File: src/rtl/rf_wr_arbiter.sv
// -----------------------------------------------------------------------------
// rf_wr_arbiter
//
// Arbitrates the single register-file write port between the pipeline
// writeback (port A, no backpressure, always wins) and a long-latency unit
// (port B: load returns, divider). Port B results are parked in a small FIFO
// and drain on cycles where A does not write. An A write to a register kills
// every older buffered B result for that register, so the newer value is never
// overwritten. Killed entries still hold a slot and pop with rf_we=0.
//
// Optional feature (macro RF_ARB_FAIRNESS_EN): starvation control. If the
// buffer head waits STARVE_LIMIT cycles without popping, stall_req is raised
// for one cycle to ask the pipeline for a bubble.
//
// Parameters
//   DEPTH         B buffer entries (power of two, 2..4)
//   STARVE_LIMIT  waiting cycles before stall_req (fairness build only)
//
// Ports
//   clk, rst                     clock, synchronous active-high reset
//   a_we/a_waddr/a_wdata         pipeline writeback request
//   b_valid/b_waddr/b_wdata      long-latency result push
//   b_ready                      B may push this cycle
//   rf_we/rf_waddr/rf_wdata      register-file write port
//   chk_addr1/chk_addr2          ID-stage source registers
//   pend_hit                     a source register has a live buffered write
//   stall_req                    bubble request so B can drain
//   fifo_count                   entries held (live and killed)
// -----------------------------------------------------------------------------
module rf_wr_arbiter #(
    parameter int DEPTH        = 2,
    parameter int STARVE_LIMIT = 8
) (
    input  logic        clk,
    input  logic        rst,
    input  logic        a_we,
    input  logic [4:0]  a_waddr,
    input  logic [31:0] a_wdata,
    input  logic        b_valid,
    input  logic [4:0]  b_waddr,
    input  logic [31:0] b_wdata,
    output logic        b_ready,
    output logic        rf_we,
    output logic [4:0]  rf_waddr,
    output logic [31:0] rf_wdata,
    input  logic [4:0]  chk_addr1,
    input  logic [4:0]  chk_addr2,
    output logic        pend_hit,
    output logic        stall_req,
    output logic [2:0]  fifo_count
);

    localparam int         PTR_W   = (DEPTH > 2) ? $clog2(DEPTH) : 1;
    localparam logic [2:0] DEPTH_C = 3'(DEPTH);

    // Buffer storage: address/data plus a live bit per slot.
    logic [4:0]       r_waddr [DEPTH];
    logic [31:0]      r_wdata [DEPTH];
    logic [DEPTH-1:0] r_live;
    logic [PTR_W-1:0] r_rd_ptr;
    logic [PTR_W-1:0] r_wr_ptr;
    logic [2:0]       r_count;

    logic w_a_req;
    logic w_empty;
    logic w_pop;
    logic w_space;
    logic w_push;
    logic w_pend;

    // Writes to r0 are architectural no-ops and never compete for the port.
    assign w_a_req = a_we && (a_waddr != 5'd0);
    assign w_empty = (r_count == 3'd0);
    assign w_pop   = !w_a_req && !w_empty;
    // Acceptance looks only at registered occupancy, never at a same-cycle pop.
    assign w_space = (r_count < DEPTH_C);
    assign w_push  = b_valid && w_space && (b_waddr != 5'd0);

    assign b_ready    = !rst && w_space;
    assign fifo_count = rst ? 3'd0 : r_count;

    // NOTE: every output of a combinational block gets a default first so no
    // path leaves it unassigned (which would infer a latch).
    always_comb begin
        rf_we    = 1'b0;
        rf_waddr = 5'd0;
        rf_wdata = 32'd0;
        if (!rst) begin
            if (w_a_req) begin
                rf_we    = 1'b1;
                rf_waddr = a_waddr;
                rf_wdata = a_wdata;
            end else if (w_pop) begin
                // A killed head still pops, it just does not write.
                rf_we    = r_live[r_rd_ptr];
                rf_waddr = r_waddr[r_rd_ptr];
                rf_wdata = r_wdata[r_rd_ptr];
            end
        end
    end

    always_comb begin
        w_pend = 1'b0;
        for (int i = 0; i < DEPTH; i++) begin
            if (r_live[i] &&
                (((chk_addr1 != 5'd0) && (r_waddr[i] == chk_addr1)) ||
                 ((chk_addr2 != 5'd0) && (r_waddr[i] == chk_addr2)))) begin
                w_pend = 1'b1;
            end
        end
    end

    assign pend_hit = !rst && w_pend;

    // NOTE: sequential state uses non-blocking assignments so every register
    // samples the pre-edge values, independent of statement order.
    always_ff @(posedge clk) begin
        if (rst) begin
            r_live   <= '0;
            r_rd_ptr <= '0;
            r_wr_ptr <= '0;
            r_count  <= 3'd0;
        end else begin
            // Squash older buffered results for the register A is writing.
            if (w_a_req) begin
                for (int i = 0; i < DEPTH; i++) begin
                    if (r_waddr[i] == a_waddr) begin
                        r_live[i] <= 1'b0;
                    end
                end
            end
            if (w_pop) begin
                r_live[r_rd_ptr] <= 1'b0;
                r_rd_ptr         <= r_rd_ptr + 1'b1;
            end
            // Placed after the squash so a same-cycle push to that register
            // lands live: it is newer than the A write.
            if (w_push) begin
                r_live[r_wr_ptr] <= 1'b1;
                r_wr_ptr         <= r_wr_ptr + 1'b1;
            end
            r_count <= r_count + {2'b00, w_push} - {2'b00, w_pop};
        end
    end

    // NOTE: payload storage is not reset; the live bits and count decide
    // what is meaningful, so resetting the array would only cost flops.
    always_ff @(posedge clk) begin
        if (w_push) begin
            r_waddr[r_wr_ptr] <= b_waddr;
            r_wdata[r_wr_ptr] <= b_wdata;
        end
    end

`ifdef RF_ARB_FAIRNESS_EN
    localparam int                CNT_W    = $clog2(STARVE_LIMIT + 1);
    localparam logic [CNT_W-1:0]  LIMIT_M1 = CNT_W'(STARVE_LIMIT - 1);

    logic [CNT_W-1:0] r_starve_cnt;
    logic             r_stall_req;

    // Counts cycles in which the head exists but A took the port. Reaching
    // the limit raises a one-cycle bubble request and restarts the count.
    always_ff @(posedge clk) begin
        if (rst) begin
            r_starve_cnt <= '0;
            r_stall_req  <= 1'b0;
        end else begin
            r_stall_req <= 1'b0;
            if (!w_empty && !w_pop) begin
                if (r_starve_cnt == LIMIT_M1) begin
                    r_starve_cnt <= '0;
                    r_stall_req  <= 1'b1;
                end else begin
                    r_starve_cnt <= r_starve_cnt + 1'b1;
                end
            end else begin
                r_starve_cnt <= '0;
            end
        end
    end

    assign stall_req = !rst && r_stall_req;
`else
    assign stall_req = 1'b0;
`endif

endmodule

File: config.mk
export PLATFORM = sky130hd
export DESIGN_NAME = rf_wr_arbiter
export DESIGN_NICKNAME = d
export VERILOG_FILES = /design/src/rtl/rf_wr_arbiter.sv
export SDC_FILE = /design/constraint.sdc
export NUM_CORES = 1
export LEC_CHECK = 0
export ABC_AREA = 1
export BUFFER_PORTS_ARGS = -buffer_cell sky130_fd_sc_hd__buf_2
export CORE_MARGIN = 2
export CORE_UTILIZATION = 39
export CTS_CLUSTER_DIAMETER = 200
export DETAILED_ROUTE_END_ITERATION = 12
export GPL_ROUTABILITY_DRIVEN = 0
export SYNTH_ARGS = -nofsm -noshare
export SYNTH_HDL_FRONTEND = slang
export SYNTH_SLANG_ARGS = --single-unit
File: constraint.sdc
create_clock -name clk -period 7.2 [get_ports clk]
set_input_delay 0.72 -clock clk [delete_from_list [all_inputs] [get_ports clk]]
set_output_delay 0.72 -clock clk [all_outputs]
set_load 0.02 [all_outputs]
==> results.md <==
* Run status: finished, final reports clean
* DR DRC count at 0
* Post-CTS sizing at 0
* Actual slew at the worst max-slew pin at about 1.2 ns
* Clock Tree Buf Depth at 2
* Post-synth EDFFs at 74
* Total CTS buffers at 9
* Arrival time worst endpoint at ~2.4 ns
* CP Buf/Inv Count at 2
* Clock Pin Slew Worst Setup and Hold Paths at roughly 0.05 ns
* Post-route ant nets at 0
* Synth warn at 0
* Worst Skew at 0.009233 ns
* Critical path, cell by cell: clkinv_1, o21ai_0, nand3_1, a21oi_2, buf_2
* Cells after Synth at approximately 480
* Vias/cell at 4.899
* Most frequent cells in the layout: nand2_1 (173), buf_2 (130), edfxtp_1 (74)
* Total of flip-flops plus latches after synthesis at 82
* Fillers at about 1100
* Pwr/cell area at 305.2 mW/mm^2
* Final WL at 10.57 mm
* FP Rows at 38
* Worst skew pair latency at 0.33 ns
* Detailed Routing Iterations Pass 1 at 6
* Critical-path maximum fanout at 35
* Final net count at roughly 690
* Netlist Area Pre-Place at 0.004390 sq mm
* Clock root buffer: clkbuf_16
* Final Slew Violations at 0
* Iter 0 DRT Violations at between 200 and 300
* XOR/XNOR Fraction of Synth Area at 5.187%
* R2R Path End: r_count[2]$_SDFF_PP0_
* Crit path to: rf_waddr[0]
* Die Height at 110.1 microns
* Antenna violations before repair at 0
* Max-slew headroom at a little over a fifth
* TritonCTS Sinks at 82
* Stages on the worst setup path at 5
* Max Cap Viol at 0
* Total negative slack at 0 ns
* Starting Density at 40.15%
* Final HPWL DP at 6.978 mm
* CP top delay family: buffers and inverters
* Total power draw at 0.001632 W
* Leakage power at 2.356 nW
* Minimum clock period at ~3.2 ns
* CP Capture Type: output port
* DR WL/cell at 14.31 microns
* GRT Total Usage at 18.24%
* Min-delay worst type: register to register
* CP max-delay cell: clkinv_1
* Die Wd at 110.1 microns
* Total grt overflow at 0
* Synth Flop Type: edfxtp_1
* Tcrit/Tclk final at between 40% and 50%
* Final setup fails at 0
* Fin cells at 739
* CP Class: register to output port
* Worst vdd ir at 0.1407 mV
* Largest family of logic cells by synthesized area: simple AND/OR/NAND/NOR gates
* Post-CTS Setup Bufs at 0
* Port buffer count at between 100 and 150
* Vias post-DR at roughly 3600
* Worst endpoint required time at 6.48 ns
* FF-to-FF Start: r_count[1]$_SDFF_PP0_
* Share of synthesized registers carrying an async set or reset at 0%
* CTS tree: built
* Post-synthesis adder-cell area fraction at 1.026%
* First-pass GRT wire length at 16.72 mm
* Distinct cells, synth at 34
* Largest net degree at the start of global routing at 52
* Pre-CTS WS at approximately 4.4 ns
* Post-synthesis mux area share at 0.4560%
* Fmax at 317.2 MHz
* Synthesis-to-layout area growth at 21.80%
* CP max stage delay at roughly 0.85 ns
* Die footprint at 0.01212 sq mm
* Worst setup slack after layout at 4.047 ns
* Post-synthesis sequential area ratio at between 50% and 60%
* CP Launch Type: register
* Placed Cells incl. Taps at 723
* Syn nets at 567
* Vias in the first global route at 3443
* Post-Synth Simple-Gate Area at 25.42%
* Avg Inst Size Synth at 9.224 sq um
* Share of cells above drive strength 1 at approximately 30%
* Ant. Diodes at 0
* Compound-Gate Fraction of Synth Area at 6.697%
* R2R cell count at 9
* Most common cell after layout, fill and taps aside: nand2_1
* CTS H-Tree Depth at 3
* Boundary Pins at 132
* Post-CTS Hold Fix Bufs at 0
* Worst R2R Setup Slack at 4.46 ns
* RSZ-0062 raised after global routing: false
* Fin. Hold Viols at 0
* Std-Cell Core Area at ~0.011 sq mm
[sequential cells by signal, summed over array words and instances (netlist names), named ones only]
register and count:
r_waddr 10, r_wr_ptr 1, r_wdata 64, r_rd_ptr 1
r_live 2, r_count 3
[through the flow]
step                area (sq um)  hold WS (ns)  util, %
finish                      5348        0.4700    48.90
global route                5348        0.4988    48.90
CTS                         5348        0.4705    48.90
detailed placement          5054        0.4630    46.21
global placement            5054        0.4528    46.21
floorplan                   4390        0.4453        -
[cells by family after synthesis]
| kind of cell | count (synthesis) |
|---|---|
| fa+ha+maj | 3 |
| mux | 2 |
| flops | 82 |
| simple gates | 259 |
| xor+xnor | 26 |
| other cells | 1 |
| buf+inv | 54 |
| compound gates | 49 |
[synth_stat cells, types with 2 or more instances]
| library cell | n | share of area, % |
|---|---|---|
| edfxtp_1 | 74 | 51 |
| dfxtp_1 | 8 | 3.6 |
| buf_6 | 4 | 1.0 |
| nand2_1 | 173 | 15 |
| nor2_1 | 25 | 2.1 |
| xnor2_1 | 19 | 3.8 |
| nand3_2 | 3 | 0.68 |
| buf_2 | 6 | 0.68 |
| clkbuf_1 | 8 | 0.68 |
| a21oi_1 | 30 | 3.4 |
| xor2_1 | 7 | 1.4 |
| nand3_1 | 40 | 4.6 |
| o21ai_0 | 6 | 0.68 |
| buf_8 | 2 | 0.68 |
| nand2_2 | 10 | 1.4 |
| inv_1 | 26 | 2.2 |
| a21oi_2 | 12 | 2.4 |
| ha_1 | 2 | 0.57 |
| nor2_2 | 2 | 0.28 |
| mux2i_1 | 2 | 0.46 |
| buf_4 | 4 | 0.68 |
[how the worst min path moves through the flow]
stage                                from               endpoint  slack [ns]  cells past startpoint
global placement    r_wr_ptr$_SDFFE_PP0P_  r_wr_ptr$_SDFFE_PP0P_        0.45                      2
detailed placement  r_wr_ptr$_SDFFE_PP0P_  r_wr_ptr$_SDFFE_PP0P_        0.46                      2
finish              r_wr_ptr$_SDFFE_PP0P_  r_wr_ptr$_SDFFE_PP0P_        0.47                      2
global route        r_wr_ptr$_SDFFE_PP0P_  r_wr_ptr$_SDFFE_PP0P_        0.50                      2
CTS                 r_wr_ptr$_SDFFE_PP0P_  r_wr_ptr$_SDFFE_PP0P_        0.47                      2
floorplan           r_wr_ptr$_SDFFE_PP0P_  r_wr_ptr$_SDFFE_PP0P_        0.45                      2
[where the power goes]
group          switching [W]  leakage (nW)  internal [W]
Sequential         0.0000332         0.750      0.000612
Combinational       0.000370          1.47      0.000169
Clock               0.000179         0.133      0.000269
[per-layer routing]
layer / wire length (microns) / track usage, %
met5: 0 / 0
met2: 5111 / 31.16
met3: 712 / 4.115
met4: 212 / 6.607
met1: 4535 / 22.64
[area by class of cell]
cell class / count / area (sq um) / area share (%)
clock buffers: 10 / 229.0 / 4.282
well taps: 140 / 175.2 / 3.276
multi-input cells: 340 / 1714 / 32.05
inverters: 29 / 116.4 / 2.176
repair buffers: 132 / 665.6 / 12.45
clock inverters: 6 / 65.06 / 1.217
flip-flops and latches: 82 / 2382 / 44.55
[worst register-to-register path, stage by stage (launching register included)]
cell     delay (ns)
dfxtp_1        0.32
inv_1          0.11
nand3_2        0.75
nand2_4        0.40
xor2_1         0.20
ha_1           0.17
inv_1          0.05
fa_1           0.37
xnor2_1        0.16
nor2_1         0.06
Note: power is estimated with default switching activity, not from simulation.
